**config.mk**
```make
export PLATFORM = sky130hd
export DESIGN_NAME = operation_s
export DESIGN_NICKNAME = d
export VERILOG_FILES = /design/src/rtl/operation_s.sv
export SDC_FILE = /design/constraint.sdc
export NUM_CORES = 1
export LEC_CHECK = 0
export ABC_AREA = 1
export CAP_MARGIN = 10
export CORE_UTILIZATION = 35
export CTS_CLUSTER_DIAMETER = 80
export DETAILED_ROUTE_END_ITERATION = 10
export DONT_BUFFER_PORTS = 1
export GPL_TIMING_DRIVEN = 0
export SYNTH_ARGS = -nofsm -noshare
export SYNTH_HDL_FRONTEND = slang
export SYNTH_SLANG_ARGS = --single-unit
```
**constraint.sdc**
```tcl
create_clock -name CLK -period 7.1 [get_ports CLK]
set_input_delay 2.13 -clock CLK [delete_from_list [all_inputs] [get_ports CLK]]
set_output_delay 2.13 -clock CLK [all_outputs]
set_load 0.01 [all_outputs]
```
**src/rtl/operation_s.sv**
```systemverilog
// Superposition controller: computes F(G0(x), ..., G(N-1)(x)).
// It latches the argument vector, starts every Gi block in parallel and waits
// until all of them report ready. It then hands the collected Gi results to F,
// starts F, and returns F's result on RES.
// All block-to-block links use the ST/RD handshake: a 0->1 edge on ST starts
// a block, and RD=1 means the block is idle and its result is valid.
//
// Ports:
//   CLK     clock; all state changes on the rising edge
//   RST     asynchronous, active-high reset
//   ST      start; a 0->1 transition starts an operation while idle
//   RD      ready: 1 = idle / result valid, 0 = busy
//   RES     F result; holds its value until the next completion
//   IN      arguments x, argument j at [j*BW +: BW]
//   X       registered copy of IN, fanned out to every Gi
//   G_ST    per-Gi start pulse (bit i)
//   G_RD    per-Gi ready (bit i)
//   G_RES   Gi results, Gi at [i*BW +: BW]
//   F_ARGS  registered Gi results, fanned out to F
//   F_ST    start pulse to F
//   F_RD    ready from F
//   F_RES   result from F
module operation_s #(
    parameter int unsigned BW = 16,
    parameter int unsigned N  = 3,
    parameter int unsigned K  = 3
) (
    input  logic            CLK,
    input  logic            RST,
    input  logic            ST,
    output logic            RD,
    output logic [BW-1:0]   RES,
    input  logic [K*BW-1:0] IN,
    output logic [K*BW-1:0] X,
    output logic [N-1:0]    G_ST,
    input  logic [N-1:0]    G_RD,
    input  logic [N*BW-1:0] G_RES,
    output logic [N*BW-1:0] F_ARGS,
    output logic            F_ST,
    input  logic            F_RD,
    input  logic [BW-1:0]   F_RES
);

    localparam int unsigned XW = K * BW;
    localparam int unsigned GW = N * BW;

    typedef enum logic [2:0] {
        IDLE,
        G_START,
        G_ARM,
        G_WAIT,
        F_START,
        F_ARM,
        F_WAIT
    } state_t;

    state_t state;
    logic   st_old;
    logic   st_rise;
    logic   g_all_rd;

    assign st_rise  = ST && !st_old;
    assign g_all_rd = &G_RD;

    // Sequencer. The *_ARM states give each peer one edge to drop its RD
    // after seeing its start pulse, so a stale RD=1 is never mistaken for
    // completion.
    always_ff @(posedge CLK or posedge RST) begin
        if (RST) begin
            state  <= IDLE;
            st_old <= 1'b0;
            RD     <= 1'b1;
            RES    <= '0;
            X      <= '0;
            F_ARGS <= '0;
            G_ST   <= '0;
            F_ST   <= 1'b0;
        end else begin
            st_old <= ST;
            case (state)
                IDLE: begin
                    if (st_rise) begin
                        X     <= XW'(IN);
                        RD    <= 1'b0;
                        G_ST  <= '1;
                        state <= G_START;
                    end
                end
                G_START: begin
                    G_ST  <= '0;
                    state <= G_ARM;
                end
                G_ARM: begin
                    state <= G_WAIT;
                end
                G_WAIT: begin
                    if (g_all_rd) begin
                        F_ARGS <= GW'(G_RES);
                        F_ST   <= 1'b1;
                        state  <= F_START;
                    end
                end
                F_START: begin
                    F_ST  <= 1'b0;
                    state <= F_ARM;
                end
                F_ARM: begin
                    state <= F_WAIT;
                end
                F_WAIT: begin
                    if (F_RD) begin
                        RES   <= BW'(F_RES);
                        RD    <= 1'b1;
                        state <= IDLE;
                    end
                end
                default: begin
                    state <= IDLE;
                end
            endcase
        end
    end

endmodule

```
==> out/qor.csv <==
stage;metric;value;unit
outcome;status;completed;
critical_path;Worst Path Buf+Inv;1;
pwr;Peak VDD IR;176;uV
place;input/output buffers;0;
routing;Iter 0 DRT Violations;204;
synthesis;sequential area share after synthesis;63.4;%
timing;Final Hold Vio Count;0;
place;detailed placement HPWL;8020;um
critical_path;CP peak stage delay;0.44;ns
critical_path;CP delay by family, top;flip-flops;
synthesis;Ys Warns;0;
pwr;Cell Pwr Density;478;mW/mm^2
floorplanning;row count;41;
routing;DR vias;3378;
finish;leading cell type in the layout, fill and taps excluded;nand2_1;
routing;Post-Route WL;10800;um
critical_path;CP Class;reg2out;
clock_tree;clock tree buffer depth;2;
floorplanning;Die Width;118;um
timing;Slew @ Worst Pin;0.536;ns
floorplanning;core area;0.0128;sq mm
finish;fin nets;658;
floorplanning;Die ar.;0.0139;sq mm
clock_tree;Skew-Pair Late Insertion Delay;0.41;ns
timing;Final TNS setup;0;ns
synthesis;Cells after Synth;519;
timing;Hold WS;0.547;ns
clock_tree;PostCTS Resize Cnt;0;
critical_path;Critical Path End Type;output pin;
synthesis;syn nets;638;
clock_tree;Root Buffer;clkbuf_16;
timing;fmax;318;MHz
routing;post-DR wirelength/cell;14.9;um
floorplanning;effective utilization at floorplan;36.6;%
synthesis;Synth cell types;20;
critical_path;R2R Setup Slk;5.47;ns
synthesis;Avg Synthesized Cell Area;9.05;sq um
routing;Pre-antenna DRT Iters;4;
min_path;Hold WC Path Type;reg2reg;
timing;RSZ-0062 raised after global routing;no;
critical_path;Critical Path RT;4.97;ns
grt;initial antenna violation count;0;
timing;Clock Skews;0.00719;ns
routing;Routed Antenna Nets;0;
grt;largest net degree at the start of global routing;74;
synthesis;cell area after synthesis;0.00470;sq mm
grt;vias in the first global route;3465;
critical_path;Max stage delay cell, worst path;dfrtp_1;
pwr;Leak;3.02;nW
timing;Max-slew headroom;64.3;%
timing;Final setup viols;0;
finish;Layout area overhead;18.2;%
place;GPL Wtd Cong;0.807;
timing;fin crit share;44.3;%
clock_tree;# H-tree levels;4;
critical_path;CP max FO;4;
clock_tree;CTS buffer count;17;
grt;gr ovfl total;0;
grt;first-pass GRT wire length;17500;um
timing;fin. max-slew vios;0;
finish;layout cells sized above 1;9.24;%
clock_tree;Worst-path clk slew;0.05;ns
finish;Ant. Diodes;0;
critical_path;crit path DAT;1.01;ns
floorplanning;Die Ht;118;um
synthesis;Yosys reg bits;119;
clock_tree;hold buffer count at cts;0;
finish;most frequent cells in the layout;nand2_1 (157), dfrtp_1 (118), inv_1 (101);
clock_tree;setup bufs post-CTS;0;
run;max_cap viols;0;
clock_tree;CTS tree;done;
critical_path;CP Cell Sequence;buf_4;
clock_tree;CTS Sinks;119;
floorplanning;Ports;236;
grt;Total GRT Usage;16.3;%
timing;Tmin final;3.14;ns
critical_path;critical path startpoint category;flop;
routing;vias per cell;4.67;
routing;Remaining DRCs;0;
[through the flow]
| step | cell area, sq um | setup slack, ns | power [W] | cells | util, % |
|---|---|---|---|---|---|
| floorplan | 4700 | 1.81 | 0.00165 | 519 | - |
| global placement | 4910 | 0.683 | 0.00178 | 691 | 38.3 |
| detailed placement | 4940 | 3.82 | 0.00181 | 692 | 38.5 |
| CTS | 5550 | 3.92 | 0.00269 | 724 | 43.3 |
| global route | 5550 | 3.90 | 0.00283 | 724 | 43.3 |
| finish | 5550 | 3.96 | 0.00265 | 724 | 43.3 |
[path summary, 6_finish.rpt]
| check | to | from | depth (start not counted) |
|---|---|---|---|
| worst max-delay path | G_ST[1] | G_ST[1] | 1 |
| worst max register to register | X[18] | state[2] | 7 |
| worst min-delay path | RES[12] | RES[12] | 2 |
| max in group asynchronous | RD | RST | 2 |
| worst min register to register | RES[12] | RES[12] | 2 |
| min in group asynchronous | X[33] | RST | 1 |
[power breakdown]
group	total (W)	switching (W)	leakage [nW]	internal, W
clock network	0.000860	0.000288	0.289	0.000572
registers	0.00138	0.000382	1.50	0.000997
logic	0.000414	0.000239	1.22	0.000175
[worst register-to-register path: stages, from the launching register on]
cell     delay (ns)
dfrtp_1        0.35
buf_2          0.16
inv_1          0.12
nand4_2        0.26
buf_2          0.28
buf_4          0.19
nand2_1        0.06
o21ai_0        0.08
[metal layers]
layer	track usage, %	vias up	routed length, um
met2	26.0	183	5230
met5	0	-	0
met3	7.90	12	1090
met4	6.49	0	136
li1	-	1600	-
met1	18.7	1583	4340
[cells by family after synthesis]
| kind of cell | after synthesis | share of synthesized area (%) |
|---|---|---|
| flops | 119 | 63.4 |
| simple gates | 169 | 14.2 |
| buf+inv | 129 | 11.5 |
| compound gates | 102 | 10.9 |
[flip-flops by register name (all words and copies together) (netlist names)]
register	cells
RES	16
state	3
X	48
F_ST	1
st_old	1
F_ARGS	48
RD	1
G_ST	1
[Yosys cell counts (all sizes together)]
cell	count	area (sq um)
a21boi	1	7.51
a21oi	1	5.00
buf	15	110
clkbuf	11	41.3
dfrtp	118	2950
dfstp	1	26.3
inv	103	387
nand2	157	589
nand2b	1	6.26
nand3	6	35.0
nand4	1	12.5
nor2	4	22.5
o21ai	100	500
[final cells by class]
| class | count | area (sq um) |
|---|---|---|
| Fill cell | 1273 | 7270 |
| Sequential cell | 119 | 2980 |
| Buffer | 26 | 151 |
| Tap cell | 172 | 215 |
| Clock buffer | 26 | 519 |
| Inverter | 103 | 392 |
| Multi-Input combinational cell | 271 | 1180 |
| Timing Repair Buffer | 1 | 27.5 |
| Clock inverter | 6 | 87.6 |
Note: power is estimated with default switching activity, not from simulation.
